[src/rtl/flash_op_sequencer.sv]
// Expands one macro flash operation (erase, program, read page, read status) into the ordered
// QSPI command transactions: write-enable preamble, the operation itself and RDSR busy polling.
module flash_op_sequencer #(
  parameter int unsigned POLL_GAP      = 64,
  parameter int unsigned TIMEOUT_POLLS = 1_000_000,
  parameter int unsigned PAGE_BYTES    = 256
) (
  input  logic        clk,
  input  logic        rst,
  input  logic        op_valid,
  input  logic [3:0]  op_code,
  input  logic [31:0] op_addr,
  output logic        op_ready,
  output logic        op_done,
  output logic        op_error,
  output logic [7:0]  sr_out,
  output logic        busy,
  output logic        eng_valid,
  input  logic        eng_ready,
  output logic [7:0]  eng_opcode,
  output logic [23:0] eng_addr,
  output logic        eng_addr_en,
  output logic [8:0]  eng_len,
  input  logic        eng_done,
  input  logic [7:0]  eng_sr
);

  localparam int unsigned     GapW      = (POLL_GAP > 1) ? $clog2(POLL_GAP) : 1;
  localparam logic [GapW-1:0] GapReload = GapW'(POLL_GAP - 1);
  localparam logic [23:0]     PollLimit = 24'(TIMEOUT_POLLS);
  localparam logic [8:0]      PageLen   = 9'(PAGE_BYTES);

  localparam logic [3:0] OpErase  = 4'hA;
  localparam logic [3:0] OpProg   = 4'hC;
  localparam logic [3:0] OpRead   = 4'hD;
  localparam logic [3:0] OpStatus = 4'hE;

  localparam logic [7:0] CmdWren  = 8'h06;
  localparam logic [7:0] CmdRdsr  = 8'h05;
  localparam logic [7:0] CmdErase = 8'h20;
  localparam logic [7:0] CmdProg  = 8'h02;
  localparam logic [7:0] CmdRead  = 8'h03;

  // StReject adds one cycle so an illegal code completes two cycles after accept.
  typedef enum logic [3:0] {
    StIdle, StWrenReq, StWrenWait, StOpReq, StOpWait,
    StGap, StRdsrReq, StRdsrWait, StReject, StFinish
  } state_e;

  state_e          state_q, state_d;
  logic [3:0]      code_q, code_d;
  logic [23:0]     addr_q, addr_d;
  logic            err_q, err_d;
  logic [7:0]      sr_q, sr_d;
  logic [23:0]     poll_cnt_q, poll_cnt_d;
  logic [GapW-1:0] gap_cnt_q, gap_cnt_d;
  logic            eng_valid_q, eng_valid_d;
  logic [7:0]      eng_opcode_q, eng_opcode_d;
  logic [23:0]     eng_addr_q, eng_addr_d;
  logic            eng_addr_en_q, eng_addr_en_d;
  logic [8:0]      eng_len_q, eng_len_d;

  logic            req_active;
  logic [7:0]      req_opcode;
  logic            req_addr_en;
  logic [8:0]      req_len;
  state_e          req_next;
  logic [23:0]     poll_inc;

  logic unused_addr_hi;
  assign unused_addr_hi = ^op_addr[31:24];

  // Transaction descriptor for whichever *_REQ state is current.
  always_comb begin
    req_active  = 1'b0;
    req_opcode  = CmdRdsr;
    req_addr_en = 1'b0;
    req_len     = 9'd0;
    req_next    = StRdsrWait;
    unique case (state_q)
      StWrenReq: begin
        req_active = 1'b1;
        req_opcode = CmdWren;
        req_next   = StWrenWait;
      end
      StOpReq: begin
        req_active  = 1'b1;
        req_addr_en = 1'b1;
        req_next    = StOpWait;
        unique case (code_q)
          OpErase: req_opcode = CmdErase;
          OpProg: begin
            req_opcode = CmdProg;
            req_len    = PageLen;
          end
          default: begin
            req_opcode = CmdRead;
            req_len    = PageLen;
          end
        endcase
      end
      StRdsrReq: begin
        req_active = 1'b1;
        req_len    = 9'd1;
      end
      default: ;
    endcase
  end

  always_comb begin
    state_d       = state_q;
    code_d        = code_q;
    addr_d        = addr_q;
    err_d         = err_q;
    sr_d          = sr_q;
    poll_cnt_d    = poll_cnt_q;
    gap_cnt_d     = gap_cnt_q;
    eng_valid_d   = eng_valid_q;
    eng_opcode_d  = eng_opcode_q;
    eng_addr_d    = eng_addr_q;
    eng_addr_en_d = eng_addr_en_q;
    eng_len_d     = eng_len_q;
    poll_inc      = poll_cnt_q + 24'd1;

    // Fields load once when the request is raised and hold until the engine takes them.
    if (req_active) begin
      if (!eng_valid_q) begin
        eng_valid_d   = 1'b1;
        eng_opcode_d  = req_opcode;
        eng_addr_en_d = req_addr_en;
        eng_len_d     = req_len;
        if (req_addr_en) begin
          eng_addr_d = addr_q;
        end
      end else if (eng_ready) begin
        eng_valid_d = 1'b0;
        state_d     = req_next;
      end
    end

    unique case (state_q)
      StIdle: begin
        if (op_valid) begin
          code_d     = op_code;
          addr_d     = op_addr[23:0];
          err_d      = 1'b0;
          poll_cnt_d = '0;
          case (op_code)
            OpErase, OpProg: state_d = StWrenReq;
            OpRead:          state_d = StOpReq;
            OpStatus:        state_d = StRdsrReq;
            default: begin
              err_d   = 1'b1;
              state_d = StReject;
            end
          endcase
        end
      end
      StWrenWait: begin
        if (eng_done) begin
          state_d = StOpReq;
        end
      end
      StOpWait: begin
        if (eng_done) begin
          if (code_q == OpRead) begin
            state_d = StFinish;
          end else begin
            state_d   = StGap;
            gap_cnt_d = GapReload;
          end
        end
      end
      StGap: begin
        if (gap_cnt_q == '0) begin
          state_d = StRdsrReq;
        end else begin
          gap_cnt_d = gap_cnt_q - GapW'(1);
        end
      end
      StRdsrWait: begin
        if (eng_done) begin
          sr_d       = eng_sr;
          poll_cnt_d = poll_inc;
          if (code_q == OpStatus || !eng_sr[0]) begin
            state_d = StFinish;
          end else if (poll_inc >= PollLimit) begin
            err_d   = 1'b1;
            state_d = StFinish;
          end else begin
            state_d   = StGap;
            gap_cnt_d = GapReload;
          end
        end
      end
      StReject: state_d = StFinish;
      StFinish: state_d = StIdle;
      default: ;
    endcase
  end

  always_ff @(posedge clk) begin
    if (rst) begin
      state_q       <= StIdle;
      code_q        <= '0;
      addr_q        <= '0;
      err_q         <= 1'b0;
      sr_q          <= '0;
      poll_cnt_q    <= '0;
      gap_cnt_q     <= '0;
      eng_valid_q   <= 1'b0;
      eng_opcode_q  <= '0;
      eng_addr_q    <= '0;
      eng_addr_en_q <= 1'b0;
      eng_len_q     <= '0;
    end else begin
      state_q       <= state_d;
      code_q        <= code_d;
      addr_q        <= addr_d;
      err_q         <= err_d;
      sr_q          <= sr_d;
      poll_cnt_q    <= poll_cnt_d;
      gap_cnt_q     <= gap_cnt_d;
      eng_valid_q   <= eng_valid_d;
      eng_opcode_q  <= eng_opcode_d;
      eng_addr_q    <= eng_addr_d;
      eng_addr_en_q <= eng_addr_en_d;
      eng_len_q     <= eng_len_d;
    end
  end

  assign op_ready    = (state_q == StIdle);
  assign busy        = (state_q != StIdle);
  assign op_done     = (state_q == StFinish);
  assign op_error    = (state_q == StFinish) && err_q;
  assign sr_out      = sr_q;
  assign eng_valid   = eng_valid_q;
  assign eng_opcode  = eng_opcode_q;
  assign eng_addr    = eng_addr_q;
  assign eng_addr_en = eng_addr_en_q;
  assign eng_len     = eng_len_q;

endmodule

[config.mk]
export PLATFORM = sky130hd
export DESIGN_NAME = flash_op_sequencer
export DESIGN_NICKNAME = d
export VERILOG_FILES = /design/src/rtl/flash_op_sequencer.sv
export SDC_FILE = /design/constraint.sdc
export NUM_CORES = 1
export LEC_CHECK = 0
export CAP_MARGIN = 20
export CORE_ASPECT_RATIO = 0.75
export CORE_MARGIN = 2
export CORE_UTILIZATION = 45
export CTS_BUF_LIST = sky130_fd_sc_hd__clkbuf_8
export DETAILED_ROUTE_END_ITERATION = 10
export MAX_ROUTING_LAYER = met4
export PLACE_DENSITY = 0.72
export SLEW_MARGIN = 20
export SYNTH_ARGS = -nofsm -noshare
export SYNTH_HDL_FRONTEND = slang
export SYNTH_SLANG_ARGS = --single-unit
[constraint.sdc]
create_clock -name clk -period 3.09 [get_ports clk]
set_clock_uncertainty 0.2 [all_clocks]
set_input_delay 0.309 -clock clk [delete_from_list [all_inputs] [get_ports clk]]
set_output_delay 0.309 -clock clk [all_outputs]
set_load 0.05 [all_outputs]
==> flow_summary.yaml, run 1 <==
clock_network:
  clk_latency_ns: 0.38
  clock_sinks: 103
  cts.path.max_buffers: 2
  cts_buffers: 9
  htree_levels: 3
  cts_tree: "done"
  clkTransAtPathRegs_ns: 0.10
  cts_root_buffer: "clkbuf_8"
worst_setup_path:
  critPathMaxFanout: 9
  cp.arrival_ns: 3.05
  crit_buf_inv: 0
  cp-startpoint: "poll_cnt_q[0]$_SDFFE_PP0P_"
  crit_chain: "ha_1 -> nand3_4 -> or4_1 -> mux2i_1 -> a211oi_1 -> or4_4 -> a41o_1 -> a221oi_2"
  cp-endpoint: "gap_cnt_q[1]$_SDFFE_PP0P_"
  endpoint_kind: "flop"
  crit_family: "simple AND/OR/NAND/NOR gates"
  max_stage_delay_ns: 0.59
  ff2ff_setup_slack_ns: 0.14
  cp_num_cells: 8
  r2r_end: "gap_cnt_q[1]$_SDFFE_PP0P_"
  critPathKind: "flop to flop"
  slowest_stage: "or4_4"
  crit_required_ns: 3.18
  worstRegToRegCells: 8
  start_kind: "flop"
  reg2reg_from: "poll_cnt_q[0]$_SDFFE_PP0P_"
detailed_routing:
  drtAntennaViolNets: 0
  drc: 0
  dr.pass1.iters: 5
  wl_per_cell_um: 14.88
  avgViaCountPerCell: 5.607
  vias: 4861
  dr.first_iter.drc_count: 340
  routed_wl_um: 12900
logic_synthesis:
  ys.flop_type: "dfxtp_1"
  yosys-top-cells-count: "nand2_1, dfxtp_1, a21oi_1"
  synth_warnings: 0
  synth_area_um2: 4901
  synth_edf_count: 0
  syn-instance-count: 658
  synth_top_area_cell: "dfxtp_1"
  synthArstFlopShare: 0
  yosysMostFrequentCell: "nand2_1"
  ys_top_cells_by_area: "dfxtp_1, nand2_1, a21oi_1, nor2_1, clkbuf_1"
  yosysSeqAreaShare: 0.4207
  syn_area_per_cell_um2: 7.448
  synth.top_cell.area_share: 0.4207
  ys_seq_elements: 103
  ys_types: 52
die:
  fp.dieH_um: 94.38
  dieArea_um2: 11750
  io_pins: 104
  core_um2: 10450
  placementRows: 32
  die_w_um: 124.5
  initial_core_util: 0.4690
sta:
  holdWs_ns: 0.2511
  setup_viol: 0
  rsz0062_at_grt: "no"
  min_period_ns: 2.952
  slew_viol_final: 0
  period_share: 0.9553
  max_freq_mhz: 338.8
  setup_tns_ns: 0
  slew_headroom: 0.4308
  worstMarginPinSlew_ns: 0.8506
  hold_viol: 0
run:
  drv_cap: 0
finish:
  drive_gt1_frac: 0.06840
  utilization: 0.5809
  nNetsFinal: 777
  n_antenna_cell: 0
  fin_cells: 867
  regArea_um2: 2063
  multi_input_area_um2: 2608
  fillers: 988
  area_growth_pct: 23.87
power_and_ir_drop:
  swShare: 0.3751
  power.leakage_uw: 0.002074
  p_int_uw: 2185
  p_per_area_nw_per_um2: 576.0
  seqPwrFrac: 0.457
  clockPowerShare: 0.235
  vdd_drop_max_uv: 327.6
  combPwrFrac: 0.308
  p_switching_uw: 1312
min_path:
  hp-class: "flop to flop"
global_route:
  grt_max_degree: 40
  antenna_found_initial: 0
  overflow: 0
  grt_pass1_wl_um: 21320
  grt_pass1_vias: 4535
  track_usage: 0.2260
placement:
  dp_hpwl_um: 8835
  place_congestion: 0.9041
  port-buffer-count: 84
  dp_cells: 851
status:
  outcome: "completed"
==> worst reg2reg max path: stages, from the launching register on <==
cell	delay, ns
dfxtp_2	0.41
ha_1	0.28
nand3_4	0.15
or4_1	0.50
mux2i_1	0.13
a211oi_1	0.09
or4_4	0.59
a41o_1	0.27
a221oi_2	0.26
==> metal layers <==
metal | global-route usage | routed length [um] | share of wire | up-vias
met5 | - | 0 | 0 | -
met4 | 0.08240 | 236 | 0.018 | 0
met3 | 0.04929 | 806 | 0.062 | 21
met2 | 0.3611 | 5787 | 0.45 | 151
met1 | 0.2851 | 6070 | 0.47 | 2293
li1 | - | - | - | 2396
==> power by group through the flow <==
stage / Clock, uW / Sequential (uW) / Combinational (uW)
after floorplan: 0 / 1610 / 754
after global placement: 0 / 1620 / 1050
after detailed placement: 0 / 1630 / 1060
after CTS: 852 / 1600 / 1070
after global routing: 892 / 1620 / 1170
final: 822 / 1600 / 1080
==> worst min-delay path by stage <==
stage | slack (ns) | startpoint | cells past startpoint | end
after global routing | 0.26 | op_addr[14] | 3 | addr_q[14]$_SDFFE_PP0P_
after global placement | 0.24 | addr_q[0]$_SDFFE_PP0P_ | 2 | eng_addr[0]$_SDFFE_PP0P_
after detailed placement | 0.24 | addr_q[13]$_SDFFE_PP0P_ | 2 | eng_addr[13]$_SDFFE_PP0P_
after CTS | 0.25 | eng_sr[3] | 3 | sr_out[3]$_SDFFE_PP0P_
after floorplan | 0.23 | addr_q[0]$_SDFFE_PP0P_ | 2 | eng_addr[0]$_SDFFE_PP0P_
final | 0.25 | addr_q[23]$_SDFFE_PP0P_ | 2 | eng_addr[23]$_SDFFE_PP0P_
==> area by class of cell <==
cell class	instances	share of cell area
clock buffers	10	0.02267
flip-flops and latches	103	0.3399
multi-input cells	498	0.4295
inverters	11	0.006801
repair buffers	103	0.1653
well taps	136	0.02803
clock inverters	6	0.007832
==> placed cells by master, fill, tap and decap left out, drive strengths merged, types with 4 or more instances in the layout <==
master           n
nand2          146
dfxtp          103
a21oi           97
clkdlybuf4s50   83
nor2            51
o21ai           24
nand3           22
buf             20
nor3            18
inv             15
a31oi           11
conb            11
clkbuf          10
nand3b           9
nor2b            7
nand2b           6
a211oi           6
xnor2            6
a311oi           6
nor3b            6
nand4            5
a22oi            5
o21a             5
o22ai            5
a21o             4
or4              4
or2              4
and3             4
==> metrics by stage <==
step	power, uW	worst slack [ns]	instance area (um2)
finish	3497	0.1381	6071
CTS	3518	0.03670	6056
global placement	2665	0.1176	5863
global route	3686	0.03553	6071
floorplan	2368	0.3408	4950
detailed placement	2691	0.02695	5863
==> kinds of logic after synthesis <==
| logic type | count (synthesis) | synth area share |
|---|---|---|
| xor+xnor | 9 | 0.01608 |
| buf+inv | 67 | 0.06255 |
| other cells | 1 | 0.0007652 |
| compound gates | 178 | 0.2137 |
| fa+ha+maj | 2 | 0.005105 |
| flops | 103 | 0.4207 |
| mux | 2 | 0.004085 |
| simple gates | 296 | 0.2770 |
==> what timing repair did <==
item | CTS | global route
endpoints found under the setup margin | 3 | 6
hold buffers | 0 | 0
buffers inserted | 0 | 0
gates resized for setup | 1 | 3
==> registers in the layout, summed over array words and instances, names as in the netlist <==
name / count
state_q: 4
gap_cnt_q: 6
sr_out: 8
eng_opcode: 4
err_q: 1
addr_q: 24
eng_len: 2
poll_cnt_q: 24
code_q: 4
eng_addr_en: 1
eng_addr: 24
eng_valid: 1
No activity file was read; power rests on OpenSTA's default activity.
==> inputs of run 2 (changes only) <==
Settings changed: DONT_BUFFER_PORTS from default to 1, PLACE_DENSITY 0.72 to default.
==> flow_summary.yaml, run 2 (synthesis results as in run 1) <==
placement:
  place_congestion: 0.8724
  dp_hpwl_um: 8493
  port-buffer-count: 0
  dpl_worst_slack_ns: 0.1317
  dp_cells: 769
global_route:
  antenna_found_initial: 0
  grt_pass1_wl_um: 20950
  grt_pass1_vias: 4281
  grt_max_degree: 104
  track_usage: 0.2239
  overflow: 0
detailed_routing:
  routed_wl_um: 12820
  dr.first_iter.drc_count: 457
  dr.pass1.iters: 5
  avgViaCountPerCell: 5.650
  drtAntennaViolNets: 0
  wl_per_cell_um: 15.54
  drc: 0
  vias: 4661
clock_network:
  clkTransAtPathRegs_ns: 0.11
  clock_sinks: 103
  cts_root_buffer: "clkbuf_8"
  htree_levels: 3
  cts_buffers: 9
  cts.path.max_buffers: 2
  clk_latency_ns: 0.37
  cts_tree: "done"
worst_setup_path:
  max_stage_delay_ns: 0.59
  start_kind: "flop"
  endpoint_kind: "flop"
  critPathMaxFanout: 9
  crit_required_ns: 3.17
  crit_family: "simple AND/OR/NAND/NOR gates"
  cp.arrival_ns: 3.00
  crit_buf_inv: 0
  critPathKind: "flop to flop"
  crit_chain: "ha_2 -> nand3_4 -> or4_1 -> mux2i_1 -> a211oi_1 -> or4_4 -> a41o_1 -> a221oi_2"
  slowest_stage: "or4_4"
finish:
  nNetsFinal: 735
  fin_cells: 825
  drive_gt1_frac: 0.07257
  mostFrequentLayoutCell: "nand2_1"
  final_cell_mix: "nand2_1, dfxtp_1, a21oi_1, nor2_1, dlygate4sd3_1"
  n_antenna_cell: 0
  utilization: 0.5399
  area_growth_pct: 15.11
die:
  initial_core_util: 0.4690
  dieArea_um2: 11750
  fp.dieH_um: 94.38
  die_w_um: 124.5
  io_pins: 104
  placementRows: 32
  core_um2: 10450
sta:
  setup_viol: 0
  setup_slack_ns: 0.1777
  period_share: 0.9425
  slew_headroom: 0.4530
  worstMarginPinSlew_ns: 0.8175
  hold_viol: 0
  slew_viol_final: 0
  max_freq_mhz: 343.4
  min_period_ns: 2.912
  rsz0062_at_grt: "no"
  setup_tns_ns: 0
power_and_ir_drop:
  seqPwrFrac: 0.473
  combPwrFrac: 0.294
  power.leakage_uw: 0.001945
  p_int_uw: 2151
  p_switching_uw: 1294
  vdd_drop_max_uv: 316.0
  p_per_area_nw_per_um2: 610.5
  total_power_uw: 3445
  clockPowerShare: 0.232
  swShare: 0.3755
status:
  outcome: "completed"
min_path:
  hp-class: "input port to flop"
run:
  drv_cap: 0
-- run 2: changes by cell type in the layout (fill, tap and decap cells not counted), sizes merged --
cell	delta
clkinvlp	+1
clkinv	-1
dlygate4sd3	+39
buf	+2
clkdlybuf4s50	-83
-- run 2: power by group through the flow --
stage / registers (uW) / logic, uW / clock network [uW]
final: 1630 / 1010 / 801
after CTS: 1630 / 1010 / 824
after floorplan: 1610 / 754 / 0
after global placement: 1660 / 924 / 0
after global routing: 1650 / 1130 / 874
after detailed placement: 1660 / 938 / 0
-- run 2: metal layers --
layer  routed length [um]  vias to the layer above  global-route usage  share of wire
met5                    0                        -                   -              0
met4                  168                        0             0.06086          0.013
met3                  864                       13             0.05836          0.067
met2                 5846                      138              0.3588           0.46
met1                 5946                     2201              0.2834           0.46
li1                     -                     2309                   -              -
-- run 2: repair_timing --
action | CTS | global route
hold buffers | 40 | 0
resized for setup | 0 | 3
buffers inserted | 0 | 0
setup endpoints to repair | 0 | 5
endpoints found under the hold margin | 103 | 0
-- run 2: worst paths after layout --
kind	startpoint	end	slack [ns]	cells past startpoint
worst max register to register	poll_cnt_q[1]$_SDFFE_PP0P_	gap_cnt_q[1]$_SDFFE_PP0P_	0.18	8
worst min register to register	addr_q[4]$_SDFFE_PP0P_	eng_addr[4]$_SDFFE_PP0P_	0.26	2
worst max-delay path	poll_cnt_q[1]$_SDFFE_PP0P_	gap_cnt_q[1]$_SDFFE_PP0P_	0.18	8
worst min-delay path	op_valid	err_q$_SDFFE_PP0P_	0.09	4
-- run 2: area by class of cell --
cell class,count,area (um2)
Clock buffer,10,137.6
Clock inverter,6,42.54
Fill cell,981,4808
Inverter,11,41.29
Multi-Input combinational cell,498,2613
Sequential cell,103,2062
Tap cell,136,170.2
Timing Repair Buffer,61,575.6
-- run 2: per-stage QoR --
stage | hold WS [ns] | area, um2
2_1_floorplan | 0.2322 | 4950
3_3_place_gp | 0.1859 | 5026
3_5_place_dp | 0.1884 | 5026
4_1_cts | 0.07536 | 5624
5_1_grt | 0.09385 | 5642
6_report | 0.08500 | 5642
-- run 2: tightest hold or removal path, delay by kind of cell --
kind            cells  cell delay [ns]
simple gates        2             0.17
compound gates      2             0.13
